## src/rtl/collision_pkg.sv

```systemverilog
// Shared types and constants for the parallel collision search block.
package collision_pkg;

    localparam int DIGEST_W  = 32;
    localparam int MESSAGE_W = 512;

    typedef enum logic [2:0] {
        ST_IDLE   = 3'd0,
        ST_LAUNCH = 3'd1,
        ST_RUN    = 3'd2,
        ST_ABORT  = 3'd3,
        ST_DONE   = 3'd4
    } state_t;

    function automatic int clog2(input int value);
        int width_v;
        width_v = 0;
        for (int i = 0; i < 31; i++) begin
            if ((32'sd1 << i) < value) begin
                width_v = i + 1;
            end
        end
        return width_v;
    endfunction

endpackage

```

## src/rtl/lane_priority_picker.sv

```systemverilog
// Lowest-index-wins selector over the per-lane done requests.
module lane_priority_picker #(
    parameter int NUM_LANES = 4,
    parameter int LANE_W    = 2
) (
    input  logic [NUM_LANES-1:0] req,
    output logic                 valid,
    output logic [LANE_W-1:0]    index
);

    // Scan from the top so the lowest set bit is the last one written
    always_comb begin
        valid = |req;
        index = '0;
        for (int i = NUM_LANES - 1; i >= 0; i--) begin
            if (req[i]) begin
                index = LANE_W'(i);
            end else begin
                index = index;
            end
        end
    end

endmodule

```

## src/rtl/collision_scheduler.sv

```systemverilog
// Fans one collision search out over NUM_LANES searchers split by counter residue,
// stops every lane on the first hit, timeout or host abort.
module collision_scheduler
    import collision_pkg::*;
#(
    parameter int NUM_LANES    = 4,
    parameter int LANE_W       = (clog2(NUM_LANES) < 1) ? 1 : clog2(NUM_LANES),
    parameter int ABORT_CYCLES = 2
) (
    input  logic                          clk,
    input  logic                          reset,
    input  logic                          cmd_start,
    input  logic                          cmd_abort,
    input  logic [4:0]                    cmd_target,
    input  logic [MESSAGE_W-1:0]          cmd_message,
    input  logic [DIGEST_W-1:0]           cmd_base,
    input  logic [DIGEST_W-1:0]           cmd_max_digests,
    output logic                          busy,
    output logic                          done,
    output logic                          found,
    output logic [DIGEST_W-1:0]           result,
    output logic [LANE_W-1:0]             winner_lane,
    output logic [DIGEST_W-1:0]           total_digests,
    output logic [NUM_LANES-1:0]          s_start,
    output logic [NUM_LANES-1:0]          s_reset,
    output logic [4:0]                    s_target,
    output logic [MESSAGE_W-1:0]          s_message,
    output logic [DIGEST_W*NUM_LANES-1:0] s_counter,
    output logic [DIGEST_W-1:0]           s_increment,
    input  logic [NUM_LANES-1:0]          s_done,
    input  logic [DIGEST_W*NUM_LANES-1:0] s_result,
    input  logic [DIGEST_W*NUM_LANES-1:0] s_digests
);

    // Four guard bits cover the carry out of summing up to sixteen lanes
    localparam int SUM_W   = DIGEST_W + 4;
    localparam int ABORT_W = (clog2(ABORT_CYCLES) < 1) ? 1 : clog2(ABORT_CYCLES);

    state_t                state_r;
    state_t                state_next_s;
    logic [ABORT_W-1:0]    abort_cnt_r;
    logic [DIGEST_W-1:0]   max_digests_r;
    logic [SUM_W-1:0]      digest_sum_s;
    logic [DIGEST_W-1:0]   digest_sat_s;
    logic                  pick_valid_s;
    logic [LANE_W-1:0]     pick_index_s;
    logic                  budget_hit_s;

    assign s_increment  = DIGEST_W'(NUM_LANES);
    assign budget_hit_s = (max_digests_r != '0) && (total_digests >= max_digests_r);

    lane_priority_picker #(
        .NUM_LANES (NUM_LANES),
        .LANE_W    (LANE_W)
    ) u_picker (
        .req   (s_done),
        .valid (pick_valid_s),
        .index (pick_index_s)
    );

    // Saturating sum of the lane digest counters
    always_comb begin
        digest_sum_s = '0;
        for (int i = 0; i < NUM_LANES; i++) begin
            digest_sum_s = digest_sum_s + SUM_W'(s_digests[DIGEST_W*i +: DIGEST_W]);
        end
        if (digest_sum_s[SUM_W-1:DIGEST_W] != '0) begin
            digest_sat_s = '1;
        end else begin
            digest_sat_s = digest_sum_s[DIGEST_W-1:0];
        end
    end

    // Next-state logic; a lane hit outranks abort and timeout in RUN
    always_comb begin
        state_next_s = state_r;
        case (state_r)
            ST_IDLE: begin
                if (cmd_start) begin
                    state_next_s = ST_LAUNCH;
                end else begin
                    state_next_s = ST_IDLE;
                end
            end
            ST_LAUNCH: state_next_s = ST_RUN;
            ST_RUN: begin
                if (pick_valid_s || cmd_abort || budget_hit_s) begin
                    state_next_s = ST_ABORT;
                end else begin
                    state_next_s = ST_RUN;
                end
            end
            ST_ABORT: begin
                if (abort_cnt_r == '0) begin
                    state_next_s = ST_DONE;
                end else begin
                    state_next_s = ST_ABORT;
                end
            end
            ST_DONE: state_next_s = ST_IDLE;
            default: state_next_s = ST_IDLE;
        endcase
    end

    // State register
    always_ff @(posedge clk or posedge reset) begin
        if (reset) begin
            state_r <= ST_IDLE;
        end else begin
            state_r <= state_next_s;
        end
    end

    // Control outputs are decoded from the next state so they line up with it
    always_ff @(posedge clk or posedge reset) begin
        if (reset) begin
            busy        <= 1'b0;
            done        <= 1'b0;
            s_start     <= '0;
            s_reset     <= '1;
            abort_cnt_r <= '0;
        end else begin
            busy    <= (state_next_s != ST_IDLE);
            done    <= (state_next_s == ST_DONE);
            s_start <= {NUM_LANES{state_next_s == ST_LAUNCH}};
            s_reset <= {NUM_LANES{state_next_s == ST_ABORT}};
            if (state_r != ST_ABORT) begin
                abort_cnt_r <= ABORT_W'(ABORT_CYCLES - 1);
            end else if (abort_cnt_r != '0) begin
                abort_cnt_r <= abort_cnt_r - ABORT_W'(1);
            end
        end
    end

    // Command latch, result capture and digest total
    always_ff @(posedge clk or posedge reset) begin
        if (reset) begin
            found         <= 1'b0;
            result        <= '0;
            winner_lane   <= '0;
            total_digests <= '0;
            max_digests_r <= '0;
            s_target      <= '0;
            s_message     <= '0;
            s_counter     <= '0;
        end else if ((state_r == ST_IDLE) && cmd_start) begin
            found         <= 1'b0;
            result        <= '0;
            winner_lane   <= '0;
            total_digests <= '0;
            max_digests_r <= cmd_max_digests;
            s_target      <= cmd_target;
            s_message     <= cmd_message;
            for (int i = 0; i < NUM_LANES; i++) begin
                s_counter[DIGEST_W*i +: DIGEST_W] <= cmd_base + DIGEST_W'(i);
            end
        end else if (state_r == ST_RUN) begin
            total_digests <= digest_sat_s;
            if (pick_valid_s) begin
                found       <= 1'b1;
                result      <= s_result[DIGEST_W*pick_index_s +: DIGEST_W];
                winner_lane <= pick_index_s;
            end else if (cmd_abort || budget_hit_s) begin
                found <= 1'b0;
            end
        end
    end

endmodule
```

## config.mk

```make
export PLATFORM = sky130hd
export DESIGN_NAME = collision_scheduler
export DESIGN_NICKNAME = d
export VERILOG_FILES = /design/src/rtl/collision_pkg.sv /design/src/rtl/lane_priority_picker.sv /design/src/rtl/collision_scheduler.sv
export SDC_FILE = /design/constraint.sdc
export NUM_CORES = 2
export LEC_CHECK = 0
export CORE_AREA = 4 4 629 631
export CTS_BUF_LIST = sky130_fd_sc_hd__clkbuf_8
export CTS_CLUSTER_SIZE = 10
export DETAILED_ROUTE_END_ITERATION = 7
export DIE_AREA = 0 0 633 635
export PLACE_DENSITY_LB_ADDON = 0.2
export SLEW_MARGIN = 25
export SYNTH_ARGS = -nofsm -noshare
export SYNTH_HDL_FRONTEND = slang
export SYNTH_SLANG_ARGS = --single-unit
```

## constraint.sdc

```tcl
create_clock -name clk -period 51.3 [get_ports clk]
set_input_delay 5.13 -clock clk [delete_from_list [all_inputs] [get_ports clk]]
set_output_delay 5.13 -clock clk [all_outputs]
set_load 0.05 [all_outputs]
```

==> flow_metrics.env <==
export IMPL_cp_data_arrival_time_ns=10.25
export IMPL_syn_area_um2=35000
export IMPL_drt_total_wl_um=294000
export IMPL_reg2reg_setup_slack_ns=46.80
export IMPL_core_area_um2=389000
export IMPL_start_util_pct=8.98
export IMPL_yosys_warnings=0
export IMPL_htreeDepth=4
export IMPL_postCtsResizedCells=0
export IMPL_grt_usage_pct=14.1
export IMPL_syn_area_per_cell_um2=8.44
export IMPL_cts_root_buffer="clkbuf_8"
export IMPL_io_pins=1599
export IMPL_status="complete, no violations"
export IMPL_die_h_um=635
export IMPL_yosysMostFrequentCell="nand2_1"
export IMPL_synth_ff_latch_count=750
export IMPL_drc=0
export IMPL_synth_top_area_share_pct=53.6
export IMPL_cpMaxStageDelayCell="buf_4"
export IMPL_nets=6675
export IMPL_die_area_um2=402000
export IMPL_antenna_found_initial=101
export IMPL_yosysTopAreaCell="dfrtp_1"
export IMPL_postCtsSetupBuffers=0
export IMPL_path_class="primary input to asynchronous set/reset pin"
export IMPL_synth_top_cells_by_count="nand2_1 (1914), dfrtp_1 (749), inv_1 (223)"
export IMPL_max_freq_mhz=107
export IMPL_area_growth_pct=72.2
export IMPL_power_density_nw_per_um2=71.2
export IMPL_drv_cap=0
export IMPL_finalSetupViolCount=0
export IMPL_slew_limit_headroom_pct=26.5
export IMPL_grt_pass1_vias=36533
export IMPL_synthArstFlopShare_pct=100
export IMPL_port_buffer_count=1566
export IMPL_grt_pass1_wl_um=380000
export IMPL_worstSetupEndpoint="max_digests_r[27]"
export IMPL_wl_per_cell_um=26.6
export IMPL_timing_final_crit_period_ns=9.32
export IMPL_fin_tns_setup_ns=0
export IMPL_insertion_delay_ns=0.95
export IMPL_crit_path_end_kind="asynchronous set/reset pin"
export IMPL_finalCritPeriodShare_pct=18.2
export IMPL_firstDrtPassIters=5
export IMPL_multi_input_area_um2=14300
export IMPL_clock_skew_ns=0.0779
export IMPL_fillCellCount=44468
export IMPL_hold_path_class="register to register"
export IMPL_grt_overflow=0
export IMPL_synth_edf_count=0
export IMPL_dpl_hpwl_um=245000
export IMPL_ir_worst_vdd_uv=21.5
export IMPL_holdBufCountCts=0
export IMPL_worst_ep_required_time_ns=52.23
export IMPL_cts_buffers=176
export IMPL_path_cells="clkdlybuf4s50_1 > inv_8 > buf_4 > buf_4 > buf_4 > buf_4 > buf_4"
export IMPL_critPathMaxFanout=91
export IMPL_placed_cells=10716
export IMPL_slowest_delay_ns=0.82
export IMPL_cp_startpoint="reset"
export IMPL_dieWidth_um=633
export IMPL_postLayoutSetupSlackWorst_ns=41.98
export IMPL_seqCellArea_um2=18800
export IMPL_pre_cts_slack_ns=40.61
export IMPL_tightest_slew_ns=1.10
export IMPL_ys_seq_area_share_pct=53.7
export IMPL_clockBufferDepth=4
export IMPL_hold_viol=0
export IMPL_regToRegStartpoint="state_r[0]"
export IMPL_cp_start_kind="primary input"
export IMPL_drt_antenna_violating_nets=0
export IMPL_rsz0062_at_grt="no"
export IMPL_fin_cells=11043
export IMPL_grt_max_degree=200
export IMPL_ys_types=63
export IMPL_route_vias_total=34860
export IMPL_synthTopCellsByArea="dfrtp_1 (54%), nand2_1 (21%), fa_1 (3.7%)"
export IMPL_cp_common_cell="buf_4"
export IMPL_place_gp_congestion=0.936
export IMPL_cts_sinks=750
export IMPL_r2r_end="s_counter[112]"
export IMPL_synthCells=4143
export IMPL_tritoncts="done"
export IMPL_fp_row_count=229
export IMPL_clk_pin_slew_worst_paths_ns=0.05
export IMPL_worst_r2r_path_depth=7
export IMPL_avgViaCountPerCell=3.16
export IMPL_synth_top_flop_cell="dfrtp_1"
export IMPL_drt_iter0_markers=1980
export IMPL_leakage_nw=26.7
export IMPL_drive_gt1_share_pct=5.89
export IMPL_slew_violations=0
export IMPL_total_power_w=0.00428
==> critical path: cells and delay by family <==
| family | cells | cell delay (ns) |
|---|---|---|
| buffers and inverters | 7 | 4.85 |
==> power breakdown <==
| part | switching [W] | internal, W | total (W) |
|---|---|---|---|
| clock | 0.000348 | 0.000426 | 0.000774 |
| sequential | 0.000197 | 0.000864 | 0.00106 |
| combinational | 0.00177 | 0.000679 | 0.00245 |
==> cell type report <==
class	count	share of cell area [%]
antenna	18	0.0748
sequential	750	31.2
timing repair buffer	1615	26.6
multi-input combinational	2929	23.8
clock inverter	93	1.18
clock buffer	216	4.94
tap	5197	10.8
inverter	225	1.43
==> placed cells by master (no fill, tap or decap), types with 57 or more instances in the layout <==
master	synthesis	routed
nand2_1	1914	1914
clkdlybuf4s50_1	0	1549
dfrtp_1	749	749
inv_1	223	274
clkbuf_8	0	216
o21ai_0	215	214
nor2_1	168	168
a21oi_1	93	93
nand3_1	92	92
ha_1	69	69
fa_1	64	64
xnor2_1	60	60
xor2_1	57	57
==> metrics by stage <==
step	util, %	hold WS, ns	instance area [µm²]
global route	15.5	0.489	60200
CTS	15.5	0.476	60200
floorplan	-	0.441	35100
global placement	14.5	0.457	56500
detailed placement	14.5	0.461	56500
finish	15.5	0.470	60200
==> sequential cells by signal (all words and copies together) (netlist names) <==
| signal | cells |
|---|---|
| s_counter | 126 |
| max_digests_r | 32 |
| s_start | 1 |
| s_target | 5 |
| s_reset | 1 |
| found | 1 |
| s_message | 512 |
| state_r | 3 |
| total_digests | 32 |
| busy | 1 |
| winner_lane | 2 |
| done | 1 |
| abort_cnt_r | 1 |
| result | 32 |
==> worst min path at each step <==
stage / end / slack [ns] / cells after the start / startpoint
3_5_place_dp: s_message[166] / 0.46 / 2 / s_message[166]
3_3_place_gp: s_message[456] / 0.46 / 2 / s_message[456]
6_report: s_message[374] / 0.47 / 2 / s_message[374]
2_1_floorplan: busy / 0.44 / 1 / state_r[2]
5_1_grt: s_message[167] / 0.49 / 2 / s_message[167]
4_1_cts: s_message[166] / 0.48 / 2 / s_message[166]
==> cells by family after synthesis <==
group	after synthesis	synth area share (%)
AND/OR/NAND/NOR	2276	25.6
flip-flops	750	53.7
buffers and inverters	494	5.80
AO/OA/AOI/OAI	371	5.85
adder cells (fa/ha/maj)	133	6.14
XOR/XNOR	117	2.93
other	2	0.0215
==> per-layer routing <==
layer | up-vias | GRT usage (%) | wire length [µm]
met5 | - | 0 | 409
met4 | 62 | 2.50 | 5730
met3 | 377 | 3.82 | 18900
met2 | 1246 | 25.8 | 151000
met1 | 17229 | 16.4 | 117000
li1 | 15946 | - | -
(Power assumes the default switching activity.)
